**src/rtl/store_byte_serializer.sv**
```systemverilog
// store_byte_serializer
//   Breaks one 32-bit store (sb/sh/sw) into 1, 2 or 4 byte writes on a
//   byte-wide memory port. It accepts one request at a time and rejects
//   misaligned or reserved-size requests with a one-cycle error pulse.
//
// Ports
//   clk, rst_n        clock, asynchronous active-low reset
//   req_valid/ready   store request handshake (ready only in IDLE)
//   req_addr          byte address of the store
//   req_data          register data (low bytes used for sb/sh)
//   req_size          00 byte, 01 half, 10 word, 11 reserved
//   mem_we/addr/wdata byte write presented to memory
//   mem_ready         memory accepts the current byte this cycle
//   done              one-cycle pulse when the last byte has been accepted
//   misalign_err      one-cycle pulse when a request is rejected
//   dbg_state         current FSM state (IDLE=0, WRITE=1, ERR=2)
//
// Handshake semantics: a transfer happens on a rising edge where valid and
// ready are both high. The request side holds no obligations after the
// transfer. On the memory side, mem_addr/mem_wdata stay stable while
// mem_we=1 and mem_ready=0; a byte is consumed on mem_we & mem_ready.

module store_byte_serializer #(
   parameter int ADDR_W     = 32,
   parameter int BIG_ENDIAN = 0
) (
   input  logic              clk,
   input  logic              rst_n,
   input  logic              req_valid,
   output logic              req_ready,
   input  logic [ADDR_W-1:0] req_addr,
   input  logic [31:0]       req_data,
   input  logic [1:0]        req_size,
   output logic              mem_we,
   output logic [ADDR_W-1:0] mem_addr,
   output logic [7:0]        mem_wdata,
   input  logic              mem_ready,
   output logic              done,
   output logic              misalign_err,
   output logic [1:0]        dbg_state
);

   typedef enum logic [1:0] {
      IDLE  = 2'd0,
      WRITE = 2'd1,
      ERR   = 2'd2
   } state_t;

   state_t            state;
   logic [ADDR_W-1:0] addr_q;
   logic [31:0]       data_q;
   logic [1:0]        idx;
   logic [1:0]        last_idx;

   // Byte lane emitted at write index i. In big-endian mode the lanes are
   // emitted most-significant first, so the lane is mirrored about last.
   function automatic logic [7:0] pick_byte(input logic [31:0] d,
                                            input logic [1:0]  i,
                                            input logic [1:0]  last);
      logic [1:0] lane;
      lane = (BIG_ENDIAN != 0) ? (last - i) : i;
      case (lane)
         2'd0:    pick_byte = d[7:0];
         2'd1:    pick_byte = d[15:8];
         2'd2:    pick_byte = d[23:16];
         default: pick_byte = d[31:24];
      endcase
   endfunction

   // Decode of the incoming request.
   logic       req_illegal;
   logic [1:0] req_last;
   logic [1:0] idx_next;

   always_comb begin
      req_illegal = 1'b0;
      req_last    = 2'd0;
      case (req_size)
         2'b00: req_last = 2'd0;
         2'b01: begin
            req_last    = 2'd1;
            req_illegal = req_addr[0];
         end
         2'b10: begin
            req_last    = 2'd3;
            req_illegal = (req_addr[1:0] != 2'b00);
         end
         default: begin
            req_last    = 2'd0;
            req_illegal = 1'b1;
         end
      endcase
   end

   assign idx_next  = idx + 2'd1;
   assign dbg_state = state;

   always_ff @(posedge clk or negedge rst_n) begin
      if (!rst_n) begin
         state        <= IDLE;
         req_ready    <= 1'b1;
         mem_we       <= 1'b0;
         mem_addr     <= '0;
         mem_wdata    <= 8'h00;
         done         <= 1'b0;
         misalign_err <= 1'b0;
         addr_q       <= '0;
         data_q       <= 32'h0;
         idx          <= 2'd0;
         last_idx     <= 2'd0;
      end else begin
         case (state)
            IDLE: begin
               done         <= 1'b0;
               misalign_err <= 1'b0;
               if (req_valid && req_ready) begin
                  req_ready <= 1'b0;
                  addr_q    <= req_addr;
                  data_q    <= req_data;
                  last_idx  <= req_last;
                  idx       <= 2'd0;
                  if (req_illegal) begin
                     state        <= ERR;
                     misalign_err <= 1'b1;
                     mem_we       <= 1'b0;
                  end else begin
                     // First byte is taken straight from the request so it
                     // can appear in the cycle after acceptance.
                     state     <= WRITE;
                     mem_we    <= 1'b1;
                     mem_addr  <= req_addr;
                     mem_wdata <= pick_byte(req_data, 2'd0, req_last);
                  end
               end
            end

            WRITE: begin
               if (mem_ready) begin
                  if (idx == last_idx) begin
                     state     <= IDLE;
                     mem_we    <= 1'b0;
                     done      <= 1'b1;
                     req_ready <= 1'b1;
                  end else begin
                     idx       <= idx_next;
                     // Aligned stores never carry out of the low bits, but the
                     // sum still wraps naturally at the address width.
                     mem_addr  <= addr_q + {{(ADDR_W-2){1'b0}}, idx_next};
                     mem_wdata <= pick_byte(data_q, idx_next, last_idx);
                  end
               end
            end

            ERR: begin
               misalign_err <= 1'b0;
               mem_we       <= 1'b0;
               req_ready    <= 1'b1;
               state        <= IDLE;
            end

            default: begin
               state     <= IDLE;
               mem_we    <= 1'b0;
               req_ready <= 1'b1;
            end
         endcase
      end
   end

endmodule

```
**config.mk**
```make
export PLATFORM = sky130hd
export DESIGN_NAME = store_byte_serializer
export DESIGN_NICKNAME = d
export VERILOG_FILES = /design/src/rtl/store_byte_serializer.sv
export SDC_FILE = /design/constraint.sdc
export NUM_CORES = 1
export LEC_CHECK = 0
export CAP_MARGIN = 10
export CORE_MARGIN = 1.5
export CORE_UTILIZATION = 45
export CTS_BUF_LIST = sky130_fd_sc_hd__clkbuf_16
export DETAILED_ROUTE_END_ITERATION = 8
export MAX_ROUTING_LAYER = met4
export PLACE_DENSITY = 0.7
export SYNTH_ARGS = -nofsm -noshare
export SYNTH_HDL_FRONTEND = slang
export SYNTH_SLANG_ARGS = --single-unit
export TNS_END_PERCENT = 50
```
**constraint.sdc**
```tcl
create_clock -name clk -period 2.6 [get_ports clk]
set_input_delay 0.26 -clock clk [delete_from_list [all_inputs] [get_ports clk]]
set_output_delay 0.26 -clock clk [all_outputs]
set_load 0.05 [all_outputs]
```
# == Word level (Yosys, flattened, before mapping) ==
# Cells that the tools add are included.
# op_classes
add_sub_neg,2
n_eq_ne,12
muxes,35
n_reduce_logical,12
# ops
operator,count
$mux 32,4
$pmux 32 s2,1
$add 32x2->32,1
$mux 8,4
$pmux 8 s3,1
$pmux 8 s2,1
$mux 2,7
$pmux 2 s2,3
$ne 2x2->1 const B,5
$mux 1,9
$pmux 1 s2,4
$eq 2x1->1 const B,3
$eq 2x2->1 const B,3
$logic_not 2->1,3
$reduce_and 3->1,2
$reduce_bool 2->1,3
$reduce_and 5->1,1
$reduce_and 4->1,1
$pmux 1 s3,1
$add 2x1->2 const B,1
$eq 2x2->1,1
$reduce_and 2->1,1
$logic_and 1x1->1,1
# word_totals
regBits,114
input_bits,70
out_inout_bits,46

# == Logic depth before layout (Yosys ltp) ==
# Gate-level depths: netlist of the first run.
# depth
depth_word,6
mapped_depth,8

# == Worst setup path after synthesis of the first run ==
# OpenSTA, ideal clock, no wires.
# synth_timing
path_type,register -> register
startpoint,register idx[0]
endpoint,register mem_addr[31]
setup_ns,0.138
arrival_time_ns,2.294
setup_slack_ns,0.167
stages_incl_launch_ff,9
path_cell_list,dfrtp_1 -> inv_1 -> ha_1 -> ha_1 -> a21oi_1 -> or4_1 -> nor4_1 -> xnor2_1 -> o211ai_1
# synth_via
elab_chain_len,5
word_cells_on_any_way,8
cone_classes,2 x add/sub; 2 x eq/ne; 3 x mux; 1 x reduce/logical
# synth_lines
item,line,rtl
start: declaration,52,logic [1:0] idx;
start signal: assignment,145,idx <= idx_next;
$add 2x1->2,95,assign idx_next = idx + 2'd1;
$add 32x2->32,148,"mem_addr <= addr_q + {{(ADDR_W-2){1'b0}}, idx_next};"
$mux 32,139,if (idx == last_idx) begin
$mux 32,138,if (mem_ready) begin
$pmux 32 s2,112,case (state)
end signal: assignment,131,mem_addr <= req_addr;
end signal: assignment,148,
end: declaration,35,"output logic [ADDR_W-1:0] mem_addr,"
# Parallel ways exist; a longest one is shown, timed or not. The select of a mux whose other input is x is not followed.
# A chain may end at the register's enable or synchronous reset.

# == Final worst setup path of the first run ==
# layout_timing
startpoint,register idx[0]
endpoint,register mem_addr[25]
# Same word-level chain as after synthesis.

==> results.sh, run 1 <==
export IMPL_slew_limit_headroom_pct=48.6
export IMPL_power_share_combinational_pct=39.7
export IMPL_vias_per_inst=5.40
export IMPL_worstSetupStartpointType="flip-flop"
export IMPL_seqPwrFrac_pct=36.9
export IMPL_synth_compound_gate_area_share_pct=11.4
export IMPL_groute_layer_met3_usage_pct=5.75
export IMPL_die_area_sq_um=13300
export IMPL_core_area_sq_um=12200
export IMPL_drcViolationCount=0
export IMPL_drt_pre_antenna_iters=6
export IMPL_cts_root_buffer="clkbuf_16"
export IMPL_synth_enable_flop_cells=0
export IMPL_first_global_vias=5262
export IMPL_drv_slew=0
export IMPL_first_drt_iteration_drcs=439
export IMPL_worst_setup_path_type="reg2reg"
export IMPL_synth_fa_ha_area_share_pct=2.33
export IMPL_synth_net_count=743
export IMPL_die_height_um=115
export IMPL_syn_inst=663
export IMPL_die_width_um=115
export IMPL_synth_top_family_by_area="simple AND/OR/NAND/NOR gates"
export IMPL_cellInternalPower_mw=5.11
export IMPL_report_final_hold_viol_count=0
export IMPL_min_path_type="in2reg"
export IMPL_port_buffers=115
export IMPL_post_route_period_util_pct=93.6
export IMPL_place_congestion=0.871
export IMPL_proportion_of_power_drawn_by_the_clock_network_pct=23.4
export IMPL_powerDensity_nw_per_um2=1120
export IMPL_timing_critical_path_arrival_ns=2.78
export IMPL_setup_worst_path_end_class="flip-flop"
export IMPL_grt_first_pass_wirelength_mm=25.4
export IMPL_worstHoldPathCells=3
export IMPL_clkSlewWorstSetupHoldPaths_ns=0.05
export IMPL_critical_path_required_time_ns=2.94
export IMPL_numCtsBuffers=17
export IMPL_synthMuxAreaShare_pct=1.61
export IMPL_synth_simple_gate_area_share_pct=28.0
export IMPL_synth_cell_type_count=59
export IMPL_dpl_hpwl_mm=10.8
export IMPL_crit_path_max_fanout=5
export IMPL_fmaxAchievable_mhz=411
export IMPL_gr_usage_met2_pct=39.6
export IMPL_post_route_cells_drive_above_1_share_pct=8.52
export IMPL_synth_yosys_warnings=0
export IMPL_mappedNetlistArea_sq_um=5690
export IMPL_initial_cell_density_of_the_core_pct=46.8
export IMPL_r2r_slack_ns=0.17
export IMPL_diodes=0
export IMPL_avgSynthCellArea_sq_um=8.58
export IMPL_ant_nets=0
export IMPL_number_of_maximum_capacitance_violations=0
export IMPL_fin_hold_ws_ns=0.373
export IMPL_count_of_h_tree_levels_built_during_cts=4
export IMPL_switching_share_pct=40.8
export IMPL_power_net_switching_mw=3.52
export IMPL_wirelength_mm=15.6
export IMPL_worst_reg_to_reg_cells=9
export IMPL_cts_tree="done"
export IMPL_worstSkewPairLatency_ns=0.42
export IMPL_grt_busiest_layer="met2"
export IMPL_leakage_nw=3.51
export IMPL_tightestPinTransition_ns=0.767
export IMPL_ioPinCount=116
export IMPL_skew_ns=0.00698
export IMPL_routedWlPerCell_um=16.1
export IMPL_synth_sequential_area_ratio_pct=49.7
export IMPL_status="completed"
export IMPL_final_core_util_pct=63.1
export IMPL_antenna_violations_before_repair=0
export IMPL_layout_area_overhead_vs_synth_pct=34.8
export IMPL_num_vias=5214
export IMPL_floorplan_rows=40
export IMPL_power_total_mw=8.62
export IMPL_grt_setup_unrepaired="false"
export IMPL_grt_max_degree=57
export IMPL_synth_async_reset_ratio_pct=100
export IMPL_setup_viol=0
export IMPL_globalRouteMet1Util_pct=32.0
export IMPL_numClockSinks=113
export IMPL_grt_total_usage_pct=25.5
export IMPL_max_clock_path_buffers=2
export IMPL_post_synth_xor_area_fraction_pct=4.00
export IMPL_postSynthRegisterBits=113
export IMPL_timing_setup_tns_ns=0
export IMPL_ys_flop_type="dfrtp_1"
export IMPL_finish_net_count=865
export IMPL_globalRouteOverflowTotal=0
export IMPL_vdd_ir_drop_worst_mv=0.831
export IMPL_final_min_clock_period_ns=2.43
[worst max-delay path, cell delays in order, from the launching register on]
cell and delay (ns):
dfrtp_1 0.38, inv_1 0.13, ha_1 0.29, ha_1 0.29, a21oi_1 0.07, buf_4 0.16, nor2_1 0.20, nand3_1 0.27
a311o_1 0.44, o21ai_1 0.14
[placed cells by master, fill, tap and decap left out, types with 3 or more instances in the layout]
master	instances
a21o_1	4
nand2_1	262
xnor2_1	13
nor2_1	27
nand2b_1	4
nand4_1	8
o211ai_1	10
a222oi_1	8
a21oi_1	13
a22o_1	4
clkdlybuf4s50_1	114
nor4_2	3
mux2i_1	8
o21ai_1	4
and3_1	3
a31oi_1	12
clkbuf_16	17
nor3_1	6
buf_4	23
nand3_1	23
or3_1	3
ha_1	9
nor4_1	3
o21ai_0	28
dfrtp_1	112
clkinv_1	3
and4_1	5
clkinv_2	5
inv_1	12
xor2_1	13
[kinds of logic after synthesis]
group,count (synthesis)
and+or+nand+nor,364
xor gates and xnor gates,26
adders and majority gates,10
muxes,9
DFF,113
buffers and inverters,43
AOI/OAI and AO/OA,98
[worst paths after layout]
kind                                                from                  endpoint
max in group asynchronous                          rst_n     req_ready$_DFFE_PN1P_
worst max-delay path                  idx[0]$_DFFE_PN0P_  mem_addr[25]$_DFFE_PN0P_
worst min-delay path                        req_data[11]    data_q[11]$_DFFE_PN0P_
min in group asynchronous                          rst_n  mem_addr[14]$_DFFE_PN0P_
worst min register to register  mem_addr[16]$_DFFE_PN0P_  mem_addr[16]$_DFFE_PN0P_
worst max register to register        idx[0]$_DFFE_PN0P_  mem_addr[25]$_DFFE_PN0P_
[timing repair]
action | 4_1_cts | 5_1_grt
endpoints found under the setup margin | 0 | 3
hold buffers | 1 | 0
resized for setup | 0 | 3
hold endpoints to repair | 53 | 0
setup buffers | 0 | 0
[Yosys cell counts (all sizes together), types with 2 or more instances]
cell type	instances	area share [%]
o211ai	10	1.3
o22ai	2	0.22
and4	5	0.77
a31oi	12	1.3
a21o	4	0.53
inv	6	0.40
nor2	27	1.8
buf	7	0.57
nand2b	4	0.44
xnor2	13	2.0
dfrtp	112	49
ha	9	2.0
nor2b	3	0.33
nand4	9	1.1
or4	2	0.33
clkbuf	30	2.0
o21ai	32	2.8
o41ai	2	0.31
or3	3	0.33
nor3	7	0.70
nand3	26	2.6
a222oi	8	1.4
nor4	7	1.1
xor2	13	2.0
or2	2	0.22
a21oi	13	1.1
mux2i	8	1.4
nand2	263	17
and3	4	0.46
a22o	4	0.62
[state kept, by name (all words and copies together), names as in the netlist]
register and count:
addr_q 32, data_q 32, dbg_state 1, done 1, idx 2, last_idx 2, mem_addr 32, mem_wdata 8
mem_we 1, misalign_err 1, req_ready 1
[final cells by class]
type	count	area (sq um)
clock inverter	15	88.8
multi-input combinational	507	2730
inverter	6	22.5
fill	1030	4490
timing repair buffer	140	1360
clock buffer	17	425
tap	168	210
sequential	113	2830
[power by group through the flow]
stage / clock [mW] / combinational (mW) / sequential (mW)
final: 2.02 / 3.43 / 3.18
after global routing: 2.14 / 3.71 / 3.29
after floorplan: 0 / 1.28 / 4.07
after CTS: 2.06 / 3.45 / 3.17
after detailed placement: 0 / 3.42 / 3.19
after global placement: 0 / 3.35 / 3.15
[per-stage QoR]
| step | instances | instance area [sq um] | setup slack, ns |
|---|---|---|---|
| after floorplan | 663 | 5690 | 0.167 |
| after global placement | 933 | 7130 | 0.214 |
| after detailed placement | 933 | 7130 | 0.144 |
| after CTS | 966 | 7650 | 0.0451 |
| after global routing | 966 | 7670 | 0.0141 |
| final | 966 | 7670 | 0.167 |
[metal layers]
| metal | vias up | share of wire [%] | routed length (um) |
|---|---|---|---|
| met5 | - | 0 | 0 |
| met4 | 0 | 2.4 | 380 |
| met3 | 31 | 5.6 | 876 |
| met2 | 187 | 48 | 7460 |
| met1 | 2500 | 44 | 6840 |
| li1 | 2496 | - | - |
Note: power is estimated with default switching activity, not from simulation.
==> run 2, diff against run 1 <==
--- a/config.mk
+++ b/config.mk
@@ -7,11 +7,11 @@
 export LEC_CHECK = 0
 export CAP_MARGIN = 10
 export CORE_MARGIN = 1.5
-export CORE_UTILIZATION = 45
+export CORE_UTILIZATION = 52
 export CTS_BUF_LIST = sky130_fd_sc_hd__clkbuf_16
 export DETAILED_ROUTE_END_ITERATION = 8
 export MAX_ROUTING_LAYER = met4
-export PLACE_DENSITY = 0.7
+export PLACE_DENSITY = 0.8
 export SYNTH_ARGS = -nofsm -noshare
 export SYNTH_HDL_FRONTEND = slang
 export SYNTH_SLANG_ARGS = --single-unit
==> results.sh, run 2 (synthesis gave the netlist of run 1 again) <==
export IMPL_place_congestion=0.917
export IMPL_max_clock_path_buffers=2
export IMPL_layout_area_overhead_vs_synth_pct=35.1
export IMPL_die_area_sq_um=11600
export IMPL_die_width_um=108
export IMPL_floorplan_rows=38
export IMPL_skew_ns=0.00878
export IMPL_grt_total_usage_pct=29.8
export IMPL_cts_root_buffer="clkbuf_16"
export IMPL_first_drt_iteration_drcs=315
export IMPL_worst_setup_path_type="reg2out"
export IMPL_critical_path_required_time_ns=2.34
export IMPL_antenna_violations_before_repair=0
export IMPL_grt_setup_unrepaired="false"
export IMPL_number_of_maximum_capacitance_violations=0
export IMPL_min_path_type="in2async"
export IMPL_post_route_period_util_pct=94.3
export IMPL_clkSlewWorstSetupHoldPaths_ns=0.06
export IMPL_finish_net_count=861
export IMPL_crit_path_max_fanout=17
export IMPL_drcViolationCount=0
export IMPL_r2r_slack_ns=0.18
export IMPL_worstSkewPairLatency_ns=0.42
export IMPL_drt_pre_antenna_iters=5
export IMPL_place_worst_setup_slack_ns=0.0891
export IMPL_r2r_end="mem_addr[31]$_DFFE_PN0P_"
export IMPL_timing_critical_path_arrival_ns=2.19
export IMPL_timing_setup_tns_ns=0
export IMPL_ioPinCount=116
export IMPL_setup_worst_path_end_class="output pin"
export IMPL_numCtsBuffers=17
export IMPL_status="completed"
export IMPL_fmaxAchievable_mhz=408
export IMPL_vias_per_inst=5.74
export IMPL_tightestPinTransition_ns=0.636
export IMPL_grt_first_pass_wirelength_mm=26.2
export IMPL_power_total_mw=8.86
export IMPL_cts_tree="done"
export IMPL_slew_limit_headroom_pct=57.6
export IMPL_worst_reg_to_reg_cells=8
export IMPL_dpl_hpwl_mm=10.9
export IMPL_postLayoutSetupSlackWorst_ns=0.148
export IMPL_post_route_cells_drive_above_1_share_pct=9.19
export IMPL_die_height_um=108
export IMPL_wirelength_mm=15.8
export IMPL_worstReg2RegStart="idx[0]$_DFFE_PN0P_"
export IMPL_first_global_vias=5441
export IMPL_port_buffers=115
export IMPL_worstSetupStartpointType="flip-flop"
export IMPL_report_final_hold_viol_count=0
export IMPL_globalRouteOverflowTotal=0
export IMPL_grt_max_degree=69
export IMPL_setup_viol=0
export IMPL_numClockSinks=113
export IMPL_leakage_nw=3.49
export IMPL_initial_cell_density_of_the_core_pct=53.0
export IMPL_final_min_clock_period_ns=2.45
export IMPL_ant_nets=0
export IMPL_layout_cells_most_common_list="nand2_1, clkdlybuf4s50_1, dfrtp_1"
export IMPL_diodes=0
export IMPL_routedWlPerCell_um=17.0
export IMPL_count_of_h_tree_levels_built_during_cts=4
export IMPL_powerDensity_nw_per_um2=1150
export IMPL_core_area_sq_um=10700
export IMPL_largest_registers_in_the_final_layout="addr_q (32), data_q (32), mem_addr (32)"
export IMPL_vdd_ir_drop_worst_mv=0.795
export IMPL_mostFrequentLayoutCell="nand2_1"
export IMPL_drv_slew=0
export IMPL_num_vias=5361
==> run 2: how the worst max path moves through the flow <==
stage	from	endpoint	depth (start not counted)
floorplan	idx[0]$_DFFE_PN0P_	mem_addr[31]$_DFFE_PN0P_	8
global placement	req_size[0]	mem_addr[25]$_DFFE_PN0P_	8
detailed placement	idx[0]$_DFFE_PN0P_	mem_addr[15]$_DFFE_PN0P_	9
CTS	idx[0]$_DFFE_PN0P_	mem_addr[15]$_DFFE_PN0P_	9
global route	idx[0]$_DFFE_PN0P_	mem_addr[25]$_DFFE_PN0P_	9
finish	mem_we$_DFFE_PN0P_	dbg_state[0]	2
==> run 2: power by group <==
group	total (mW)	switching, mW	leakage, nW	internal (mW)
Clock	2.28	0.862	0.272	1.41
Sequential	3.19	0.673	1.42	2.52
Combinational	3.39	2.09	1.80	1.30
==> run 2: stage by stage <==
step                      hold WS (ns)  utilization, %  instance area [sq um]  std cells
after floorplan                -0.0356               -                   5690        663
after CTS                        0.238            71.4                   7670        934
after global routing             0.257            71.6                   7690        934
after global placement           0.123            65.8                   7080        901
after detailed placement         0.129            65.8                   7080        901
final                            0.238            71.6                   7690        934
==> run 2: cell type report <==
type	instances	area, sq um
Timing Repair Buffer	136	1350
Inverter	6	22.5
Fill cell	825	3060
Clock inverter	15	160
Clock buffer	17	425
Tap cell	140	175
Multi-Input combinational cell	507	2730
Sequential cell	113	2830
==> run 2: layer usage <==
layer  GRT usage (%)  part of all wire (%)  vias to the layer above
met5               -                     0                        -
met4            9.68                   1.9                        0
met3            6.17                   7.6                       35
met2            50.0                    51                      268
met1            36.2                    40                     2570
li1                -                     -                     2488
==> run 2: critical path, stage by stage (launching register included) <==
cell and delay (ns):
dfrtp_1 0.69, buf_4 0.27, clkdlybuf4s50_1 0.82
==> run 2: repair_timing <==
item | CTS | global route
setup endpoints to repair | 0 | 4
endpoints found under the hold margin | 13 | 0
gates resized for setup | 0 | 3
hold buffers | 1 | 0
setup buffers | 0 | 0
